**config.mk**
```make
export PLATFORM = sky130hd
export DESIGN_NAME = alu_mdu
export DESIGN_NICKNAME = d
export VERILOG_FILES = /design/src/rtl/alu_pkg.sv /design/src/rtl/alu_mdu_iter.sv /design/src/rtl/alu_mdu.sv
export SDC_FILE = /design/constraint.sdc
export NUM_CORES = 1
export LEC_CHECK = 0
export BUFFER_PORTS_ARGS = -buffer_cell sky130_fd_sc_hd__buf_2
export CORE_ASPECT_RATIO = 2
export CORE_MARGIN = 2
export CORE_UTILIZATION = 47
export CTS_BUF_LIST = sky130_fd_sc_hd__clkbuf_4 sky130_fd_sc_hd__clkbuf_8 sky130_fd_sc_hd__clkbuf_16
export DETAILED_ROUTE_END_ITERATION = 8
export PLACE_DENSITY_LB_ADDON = 0.1
export SLEW_MARGIN = 30
export SYNTH_ARGS = -nofsm -noshare
export SYNTH_HDL_FRONTEND = slang
export SYNTH_HIERARCHICAL = 1
export SYNTH_SLANG_ARGS = --single-unit
export TNS_END_PERCENT = 30
```
**constraint.sdc**
```tcl
create_clock -name clk -period 5.3 [get_ports clk]
set_input_delay 0.53 -clock clk [delete_from_list [all_inputs] [get_ports clk]]
set_output_delay 0.53 -clock clk [all_outputs]
set_load 0.02 [all_outputs]
```
**src/rtl/alu_pkg.sv**
```systemverilog
// Opcode and FSM state definitions shared by the ALU/MDU block.
package alu_pkg;

   localparam logic [3:0] ALU_AND   = 4'b0000;
   localparam logic [3:0] ALU_OR    = 4'b0001;
   localparam logic [3:0] ALU_ADD   = 4'b0010;
   localparam logic [3:0] ALU_SUB   = 4'b0110;
   localparam logic [3:0] ALU_SLT   = 4'b0111;
   localparam logic [3:0] ALU_NOR   = 4'b1100;
   localparam logic [3:0] ALU_SLTU  = 4'b1000;
   localparam logic [3:0] ALU_MULT  = 4'b1001;
   localparam logic [3:0] ALU_MULTU = 4'b1010;
   localparam logic [3:0] ALU_DIV   = 4'b1011;
   localparam logic [3:0] ALU_DIVU  = 4'b1101;
   localparam logic [3:0] ALU_MFHI  = 4'b1110;
   localparam logic [3:0] ALU_MFLO  = 4'b1111;

   typedef enum logic [1:0] {
      S_IDLE = 2'd0,
      S_MUL  = 2'd1,
      S_DIV  = 2'd2,
      S_DONE = 2'd3
   } state_t;

endpackage

```
**src/rtl/alu_mdu_iter.sv**
```systemverilog
// Iterative multiply/divide datapath: one shift-add or restoring step per
// cycle on operand magnitudes, with sign fix-up applied to the final step.
module alu_mdu_iter #(
   parameter int WIDTH = 32
) (
   input  logic             clk,
   input  logic             rst,
   input  logic             i_start,
   input  logic             i_is_div,
   input  logic             i_signed,
   input  logic [WIDTH-1:0] i_a,
   input  logic [WIDTH-1:0] i_b,
   input  logic             i_step,
   output logic             o_last,
   output logic [WIDTH-1:0] o_hi,
   output logic [WIDTH-1:0] o_lo
);

   localparam int CW = $clog2(WIDTH);

   logic [WIDTH-1:0]   r_hi;
   logic [WIDTH-1:0]   r_lo;
   logic [WIDTH-1:0]   r_mc;
   logic [CW-1:0]      r_cnt;
   logic               r_div;
   logic               r_neg_q;
   logic               r_neg_r;

   logic [WIDTH-1:0]   w_mag_a;
   logic [WIDTH-1:0]   w_mag_b;
   logic [WIDTH:0]     w_msum;
   logic [WIDTH:0]     w_shift;
   logic [WIDTH:0]     w_diff;
   logic [WIDTH-1:0]   w_nx_hi;
   logic [WIDTH-1:0]   w_nx_lo;
   logic [2*WIDTH-1:0] w_prod;
   logic [2*WIDTH-1:0] w_prod_f;

   function automatic logic [WIDTH-1:0] mag(input logic [WIDTH-1:0] x,
                                            input logic s);
      return (s && x[WIDTH-1]) ? -x : x;
   endfunction

   assign w_mag_a = mag(i_a, i_signed);
   assign w_mag_b = mag(i_b, i_signed);

   assign w_msum  = {1'b0, r_hi} + (r_lo[0] ? {1'b0, r_mc} : '0);
   assign w_shift = {r_hi, r_lo[WIDTH-1]};
   assign w_diff  = w_shift - {1'b0, r_mc};

   always_comb begin
      w_nx_hi = '0;
      w_nx_lo = '0;
      if (r_div) begin
         // No borrow means the shifted remainder covers the divisor
         w_nx_hi = w_diff[WIDTH] ? w_shift[WIDTH-1:0] : w_diff[WIDTH-1:0];
         w_nx_lo = {r_lo[WIDTH-2:0], ~w_diff[WIDTH]};
      end else begin
         w_nx_hi = w_msum[WIDTH:1];
         w_nx_lo = {w_msum[0], r_lo[WIDTH-1:1]};
      end
   end

   assign w_prod   = {w_nx_hi, w_nx_lo};
   assign w_prod_f = r_neg_q ? -w_prod : w_prod;

   assign o_last = (r_cnt == '0);
   assign o_hi   = r_div ? (r_neg_r ? -w_nx_hi : w_nx_hi)
                         : w_prod_f[2*WIDTH-1:WIDTH];
   assign o_lo   = r_div ? (r_neg_q ? -w_nx_lo : w_nx_lo)
                         : w_prod_f[WIDTH-1:0];

   always_ff @(posedge clk) begin
      if (rst) begin
         r_hi    <= '0;
         r_lo    <= '0;
         r_mc    <= '0;
         r_cnt   <= '0;
         r_div   <= 1'b0;
         r_neg_q <= 1'b0;
         r_neg_r <= 1'b0;
      end else if (i_start) begin
         r_hi    <= '0;
         r_lo    <= i_is_div ? w_mag_a : w_mag_b;
         r_mc    <= i_is_div ? w_mag_b : w_mag_a;
         r_cnt   <= CW'(WIDTH - 1);
         r_div   <= i_is_div;
         r_neg_q <= i_signed & (i_a[WIDTH-1] ^ i_b[WIDTH-1]);
         r_neg_r <= i_signed & i_a[WIDTH-1];
      end else if (i_step) begin
         r_hi  <= w_nx_hi;
         r_lo  <= w_nx_lo;
         r_cnt <= r_cnt - 1'b1;
      end
   end

endmodule

```
**src/rtl/alu_mdu.sv**
```systemverilog
// EX-stage ALU with single-cycle ops plus iterative MUL/DIV and HI/LO
// registers; valid/ready handshake stalls the pipeline while busy.
module alu_mdu
   import alu_pkg::*;
#(
   parameter int WIDTH = 32
) (
   input  logic             clk,
   input  logic             rst,
   input  logic             in_valid,
   output logic             in_ready,
   input  logic [3:0]       alu_control,
   input  logic [WIDTH-1:0] input1,
   input  logic [WIDTH-1:0] input2,
   output logic             out_valid,
   output logic [WIDTH-1:0] result,
   output logic             zero,
   output logic             div_by_zero,
   output logic [WIDTH-1:0] hi,
   output logic [WIDTH-1:0] lo
);

   state_t           r_state;
   logic             r_ready;
   logic             r_out_valid;
   logic [WIDTH-1:0] r_result;
   logic             r_zero;
   logic             r_dbz;
   logic [WIDTH-1:0] r_hi;
   logic [WIDTH-1:0] r_lo;

   logic             w_accept;
   logic             w_is_mul;
   logic             w_is_div;
   logic             w_signed;
   logic             w_start;
   logic             w_step;
   logic [WIDTH-1:0] w_idle_res;
   logic             w_it_last;
   logic [WIDTH-1:0] w_it_hi;
   logic [WIDTH-1:0] w_it_lo;

   assign w_accept = in_valid & r_ready;
   assign w_is_mul = (alu_control == ALU_MULT) | (alu_control == ALU_MULTU);
   assign w_is_div = (alu_control == ALU_DIV) | (alu_control == ALU_DIVU);
   assign w_signed = (alu_control == ALU_MULT) | (alu_control == ALU_DIV);
   assign w_start  = w_accept & (w_is_mul | (w_is_div & (|input2)));
   assign w_step   = (r_state == S_MUL) | (r_state == S_DIV);

   always_comb begin
      w_idle_res = '0;
      case (alu_control)
         ALU_AND:  w_idle_res = input1 & input2;
         ALU_OR:   w_idle_res = input1 | input2;
         ALU_ADD:  w_idle_res = input1 + input2;
         ALU_SUB:  w_idle_res = input1 - input2;
         ALU_NOR:  w_idle_res = ~(input1 | input2);
         ALU_SLT:  w_idle_res = {{(WIDTH-1){1'b0}},
                                 $signed(input1) < $signed(input2)};
         ALU_SLTU: w_idle_res = {{(WIDTH-1){1'b0}}, input1 < input2};
         ALU_MFHI: w_idle_res = r_hi;
         ALU_MFLO: w_idle_res = r_lo;
         // Only reached on the divide-by-zero path
         ALU_DIV,
         ALU_DIVU: w_idle_res = '1;
         default:  w_idle_res = '0;
      endcase
   end

   alu_mdu_iter #(.WIDTH(WIDTH)) u_iter (
      .clk      (clk),
      .rst      (rst),
      .i_start  (w_start),
      .i_is_div (w_is_div),
      .i_signed (w_signed),
      .i_a      (input1),
      .i_b      (input2),
      .i_step   (w_step),
      .o_last   (w_it_last),
      .o_hi     (w_it_hi),
      .o_lo     (w_it_lo)
   );

   always_ff @(posedge clk) begin
      if (rst) begin
         r_state     <= S_IDLE;
         r_ready     <= 1'b1;
         r_out_valid <= 1'b0;
         r_result    <= '0;
         r_zero      <= 1'b1;
         r_dbz       <= 1'b0;
         r_hi        <= '0;
         r_lo        <= '0;
      end else begin
         r_out_valid <= 1'b0;
         unique case (r_state)
            S_IDLE: begin
               if (w_accept) begin
                  r_ready <= 1'b0;
                  if (w_start) begin
                     r_state <= w_is_mul ? S_MUL : S_DIV;
                  end else begin
                     r_state     <= S_DONE;
                     r_out_valid <= 1'b1;
                     r_result    <= w_idle_res;
                     r_zero      <= (w_idle_res == '0);
                     r_dbz       <= w_is_div;
                     if (w_is_div) begin
                        r_hi <= input1;
                        r_lo <= '1;
                     end
                  end
               end
            end
            S_MUL, S_DIV: begin
               if (w_it_last) begin
                  r_state     <= S_DONE;
                  r_out_valid <= 1'b1;
                  r_result    <= w_it_lo;
                  r_zero      <= (w_it_lo == '0);
                  r_dbz       <= 1'b0;
                  r_hi        <= w_it_hi;
                  r_lo        <= w_it_lo;
               end
            end
            S_DONE: begin
               r_state <= S_IDLE;
               r_ready <= 1'b1;
            end
            default: begin
               r_state <= S_IDLE;
               r_ready <= 1'b1;
            end
         endcase
      end
   end

   assign in_ready    = r_ready;
   assign out_valid   = r_out_valid;
   assign result      = r_result;
   assign zero        = r_zero;
   assign div_by_zero = r_dbz;
   assign hi          = r_hi;
   assign lo          = r_lo;

endmodule

```
-- Word level (Yosys, flattened, before mapping)
Index checks and enable logic that the tools add are counted.
- bits in registers: 206
- word-level logic and storage cells: 129
- input bits: 71
- output and inout bits: 100
- bitwise logic cells: 15
- muxes and demuxes: 50
- equality and inequality tests: 19
- add/subtract/negate cells: 10
- order comparisons: 2
- reductions and logical operators: 18
- operators with widths (cell ; number):
    $mux 32 ; 24
    $pmux 32 s10 ; 1
    $pmux 32 s2 ; 3
    $neg 32->32 ; 4
    $logic_not 32->1 ; 2
    $lt 32x32->1 ; 2
    $mux 64 ; 1
    $neg 64->64 ; 1
    $add 32x33->33 ; 1
    $sub 33x32->33 ; 1
    $add 32x32->32 ; 1
    $and 32x32->32 ; 1
    $eq 4x4->1 const B ; 8
    $not 32->32 ; 1
    $or 32x32->32 ; 1
    $reduce_or 32->1 ; 1
    $sub 32x32->32 ; 1
    $mux 1 ; 10
    $mux 5 ; 2
    $eq 4x3->1 const B ; 2
    $mux 2 ; 4
    $pmux 1 s2 ; 4
    $pmux 2 s3 ; 1
    $reduce_bool 2->1 ; 3
    19 further kinds ; 34

-- Longest topological paths before layout
- word-level depth: 9
- gate-level depth with buffers: 24
- mapped depth without buffers: 23

-- By module
The synthesis kept the hierarchy.
- modules (own cells, without submodules) (module ; cells each ; times used ; area an instance (sq um) ; seq. area each (sq um)):
    alu_mdu_iter ; 1942 ; 1 ; 13499.2 ; 2082.0
    alu_mdu ; 1503 ; 1 ; 10741.6 ; 2042.0

-- Worst setup path after synthesis
No wires, ideal clock.
- path type: register -> register
- start point: reg u_iter.r_lo[31]
- end point: reg r_hi[22] (netlist: hi[22])
- library setup time: 0.086 ns
- cell stages (with the launch flop): 22
- data arrival time: 4.721 ns
- data required time: 5.214 ns
- clock period less this slack: 4.807 ns
- slack: 0.493 ns
- path buffers: 1
- cells stage by stage: dfxtp_1 inv_1 ha_1 fa_1 nand2b_1 a21oi_1 o21ba_2 o211ai_2 a21oi_2 buf_2 nor4_1 nor3_2 ha_1 inv_1 or4_1 nand4bb_4 o31ai_4 mux2i_1 o31a_1 xnor2_1 mux2i_1 a211oi_1
- longest elaborated chain between the ends: 8
- elaborated cells on any way between the ends: 12
- those cells by class: 3 x add/sub; 8 x mux; 1 x bitwise
- RTL lines (element ; RTL line ; text):
    start, declared ; alu_mdu_iter.sv:22 ; logic [WIDTH-1:0] r_lo;
    start signal, assigned ; alu_mdu_iter.sv:84 ; r_lo <= i_is_div ? w_mag_a : w_mag_b;
    start signal, assigned ; alu_mdu_iter.sv:92 ; r_lo <= w_nx_lo;
    $sub 33x32->33 ; alu_mdu_iter.sv:49 ; assign w_diff = w_shift - {1'b0, r_mc};
    $mux 32 / $not 1->1 (equally long branches) ; alu_mdu_iter.sv:56, alu_mdu_iter.sv:57 ;
    $mux 32 ; alu_mdu_iter.sv:54 ; if (r_div) begin
    $neg 64->64 / $neg 32->32 (equally long branches) ; alu_mdu_iter.sv:65, alu_mdu_iter.sv:68 ;
    $mux 64 / $mux 32 (equally long branches) ; alu_mdu_iter.sv:65, alu_mdu_iter.sv:68 ;
    $mux 32 * ; alu_mdu_iter.sv:68 ; assign o_hi = r_div ? (r_neg_r ? -w_nx_hi : w_nx_hi)
    via w_it_hi[22] ; alu_mdu.sv:40 ; logic [WIDTH-1:0] w_it_hi;
    $mux 32 * ; alu_mdu.sv:116 ; if (w_it_last) begin
    $pmux 32 s2 * ; alu_mdu.sv:96 ; unique case (r_state)
    end signal, assigned ; alu_mdu.sv:109 ; r_hi <= input1;
    end signal, assigned ; alu_mdu.sv:122 ; r_hi <= w_it_hi;
    end, declared ; alu_mdu.sv:29 ; logic [WIDTH-1:0] r_hi;
The timed path passes the listed nets; every way through them passes the cells marked *. The select of a mux whose other input is x is not followed.
A chain may end at the register's enable or synchronous reset.

-- Worst setup path in the final report
- start point: reg u_iter.r_mc[19]
- end point: reg r_hi[27] (netlist: hi[27])
- longest elaborated chain between the ends: 8
- elaborated cells on any way between the ends: 14
- those cells by class: 4 x add/sub; 9 x mux; 1 x bitwise
- RTL lines (element ; RTL line ; text):
    start, declared ; alu_mdu_iter.sv:23 ; logic [WIDTH-1:0] r_mc;
    start signal, assigned ; alu_mdu_iter.sv:85 ; r_mc <= i_is_div ? w_mag_b : w_mag_a;
    $sub 33x32->33 / $mux 32 (equally long branches) ; alu_mdu_iter.sv:49, alu_mdu_iter.sv:47 ;
    $mux 32, or another cell as far along ; alu_mdu_iter.sv:56 ; w_nx_hi = w_diff[WIDTH] ? w_shift[WIDTH-1:0] : w_diff[WIDTH-1:0];
    $mux 32 ; alu_mdu_iter.sv:54 ;
    $neg 64->64 / $neg 32->32 (equally long branches) ; alu_mdu_iter.sv:65, alu_mdu_iter.sv:68 ;
    $mux 64 / $mux 32 (equally long branches) ; alu_mdu_iter.sv:65, alu_mdu_iter.sv:68 ;
    $mux 32 * ; alu_mdu_iter.sv:68 ;
    via w_it_hi[27] ; alu_mdu.sv:40 ;
    $mux 32 * ; alu_mdu.sv:116 ;
    $pmux 32 s2 * ; alu_mdu.sv:96 ;
Marked as above.

==> reports/results.tsv <==
stage	metric	value	unit
pwr	Sequential Power Share	0.187	
global_routing	pin count of the biggest net entering global routing	93	
synth	syn nets	3701	
pwr	clock power share	0.121	
detailed_routing	final WL	135500	um
die	row cnt	117	
synth	syn_area_per_cell	7.037	um^2
synth	Synth top area share	0.1701	
detailed_routing	drc violations	0	
finish	NumNets Final	3924	
pwr	combinational share of power	0.692	
global_routing	initial antenna violation count	15	
worst_setup_path	CP endpoint kind	register	
global_routing	first-pass GRT wire length	197900	um
run	Max-Cap Viols	0	
status	status	complete, no violations	
global_routing	gr busiest metal	met2	
synth	number of synthesized flops with an enable pin	0	
sta	Tmin final	5.147	ns
global_routing	total track usage	0.5046	
clock_tree	CTS Hold Buffers Added	0	
placement	Port Buf Inserts	170	
finish	Fill cells	5147	
global_routing	vias in the first global route	29560	
finish	Register Area	4129	um^2
sta	final max-slew violation count	0	
synth	Yosys reg bits	206	
clock_tree	Num CTS Buffers	23	
clock_tree	CTS tree	yes	
clock_tree	Clock Pin Slew Worst Setup and Hold Paths	0.08	ns
pwr	VDD IR-drop max	0.0005013	V
sta	worst relative slew slack	0.2829	
detailed_routing	antenna viol nets, final	0	
worst_setup_path	Worst setup SP type	register	
detailed_routing	vias per inst	6.866	
detailed_routing	initial DRC count	3320	
placement	# placed instances	4290	
synth	count leader, synth	nor2_1	
clock_tree	clk buf depth	3	
synth	Synth area leader	dfxtp_1	
pwr	Switching Fraction	0.5575	
synth	Synth Cell Area	24240	um^2
synth	Seq/Total Area, Yosys	0.1701	
sta	Max Freq	194.3	MHz
clock_tree	clk root buf	clkbuf_16	
hold_path	Hold Path Class	primary input to register	
clock_tree	# H-tree levels	1	
finish	cell area after layout	27950	um^2
finish	share of layout cells above drive strength 1	0.1564	
pwr	P_int	6.550	mW
global_routing	GR Util met2	0.8063	
synth	synth cell count leaders	nor2_1 (480), a21oi_1 (331), nand2_1 (262)	
sta	Tcrit/Tclk final	0.9711	
finish	Layout Cells excl Fill	4347	
placement	Placed Area	26940	um^2
synth	ys flop type	dfxtp_1	
detailed_routing	TritonRoute pass-1 iters	8	
detailed_routing	vias post-DR	29850	
global_routing	met1 usage	0.4551	
synth	async set-reset flop share out of synthesis	0	
placement	GPL Wtd Cong	1.091	
worst_setup_path	CP Class	register to register	
sta	Worst Tran Pin Value	1.072	ns
worst_setup_path	maximum fanout along the worst path	6	
sta	worst hold margin	0.3504	ns
synth	cell count after synthesis	3445	
pwr	Psw	8.253	mW
global_routing	gr ovfl total	0	
worst_setup_path	CP arrival	5.65	ns
pwr	Lkg Pwr	11.97	nW
die	Die Wd	164.6	um
die	I/O pin count	171	
die	initial core utilization	0.4758	
sta	endpoints failing setup	0	
placement	Final HPWL DP	105800	um
finish	area grow syn2layout	15.32	%
sta	final hold vios	0	
clock_tree	count of clock tree sinks	206	
die	die area	53520	um^2
finish	multi-input logic area	18690	um^2
die	core outline area	50940	um^2
die	Die Ht	325.2	um
synth	Yosys warnings	6	
synth	library cells used by synthesis	116	
clock_tree	Clock Latency Late Sink	0.59	ns
worst_setup_path	Req. time, crit path	5.80	ns
sta	clk_skew	0.02246	ns
detailed_routing	drt wl/cell	31.18	um
pwr	pwr dens	529.5	nW/um^2
global_routing	GR Util met3	0.1774	
synth	synth top area cells	dfxtp_1 (17%), ha_1 (9.3%), nor2_1 (7.4%)	
-- kinds of logic (layout without fill, tap and decap cells) --
kind of cell    Yosys count  after routing  synth area share
simple gates           1226           1226            0.2411
compound gates         1083           1083            0.2936
buf+inv                 405            643           0.06653
flops                   206            206            0.1701
fa+ha+maj               185            185           0.09673
xor+xnor                176            176           0.06359
mux                     164            164           0.06834
other cells               0             10                 0
-- cell usage in the layout (no fill, tap or decap), drive strengths merged, types with 41 or more instances in the layout --
master	count
nor4	50
ha	181
nor3	106
o211ai	51
nand2	263
dfxtp	206
a21oi	339
nand2b	61
a211oi	122
o21ai	226
nor2	482
xor2	86
inv	189
mux2i	152
xnor2	90
and2	59
a31oi	41
buf	413
nand3	53
-- sequential cells by signal, summed over array words and instances (netlist names) --
register        cells
div_by_zero         1
hi                 32
in_ready            1
lo                 32
out_valid           1
r_state             2
result             32
u_iter/r_cnt        5
u_iter/r_div        1
u_iter/r_hi        32
u_iter/r_lo        32
u_iter/r_mc        32
u_iter/r_neg_q      1
u_iter/r_neg_r      1
zero                1
-- path summary, 6_finish.rpt --
path	cells past startpoint	from	to	slack [ns]
worst max register to register	17	u_iter/r_mc[19]	hi[27]	0.15
worst min-delay path	4	in_valid	in_ready	0.35
worst min register to register	2	result[25]	result[25]	0.45
worst max-delay path	17	u_iter/r_mc[19]	hi[27]	0.15
-- metal layers --
layer / vias up / routed length (um) / share of wire
met5: - / 20 / 0.00015
met4: 4 / 20490 / 0.15
met3: 1038 / 12600 / 0.093
met2: 2118 / 62190 / 0.46
met1: 13800 / 40240 / 0.30
li1: 12890 / - / -
-- layout make-up --
type	instances	area share
Multi-Input combinational cell	2834	0.6687
Sequential cell	206	0.1477
Timing Repair Buffer	414	0.1001
Tap cell	654	0.02927
Inverter	189	0.02538
Clock buffer	26	0.02162
Clock inverter	14	0.006356
Antenna cell	10	0.0008952
-- power groups by stage --
| stage | sequential, mW | clock [mW] | combinational, mW |
|---|---|---|---|
| 4_1_cts | 2.70 | 1.78 | 9.46 |
| 3_3_place_gp | 2.72 | 0 | 9.29 |
| 6_report | 2.76 | 1.80 | 10.2 |
| 2_1_floorplan | 2.78 | 0 | 5.59 |
| 5_1_grt | 2.77 | 1.88 | 10.7 |
| 3_5_place_dp | 2.73 | 0 | 9.41 |
-- worst max-delay path, stage by stage (launching register included) --
cell and delay (ns):
dfxtp_1 0.35, inv_1 0.05, ha_1 0.37, a21oi_4 0.19, o21ai_2 0.13, a211o_1 0.37, a221o_2 0.53, buf_4 0.21
o311ai_0 0.33, o211ai_1 0.29, a311o_1 0.41, or2_4 0.33, nor4_2 0.60, nand4_1 0.16, a22oi_1 0.19, xor2_1 0.18
mux2i_1 0.10, a211oi_1 0.26
-- stage by stage --
stage	setup slack, ns	TNS [ns]	utilization	power (mW)
floorplan	0.4930	0	-	8.371
global placement	-0.05786	-0.05786	0.5287	12.01
detailed placement	-0.1958	-0.2870	0.5288	12.14
CTS	0.08228	0	0.5442	13.94
global route	-0.008303	-0.008303	0.5483	15.36
finish	0.1534	0	0.5487	14.80
-- repair_timing --
item / 4_1_cts / 5_1_grt
endpoints found under the setup margin: 4 / 19
resized for setup: 2 / 21
buffers inserted: 0 / 4
pin swaps: 0 / 8
Note: power is estimated with default switching activity, not from simulation.
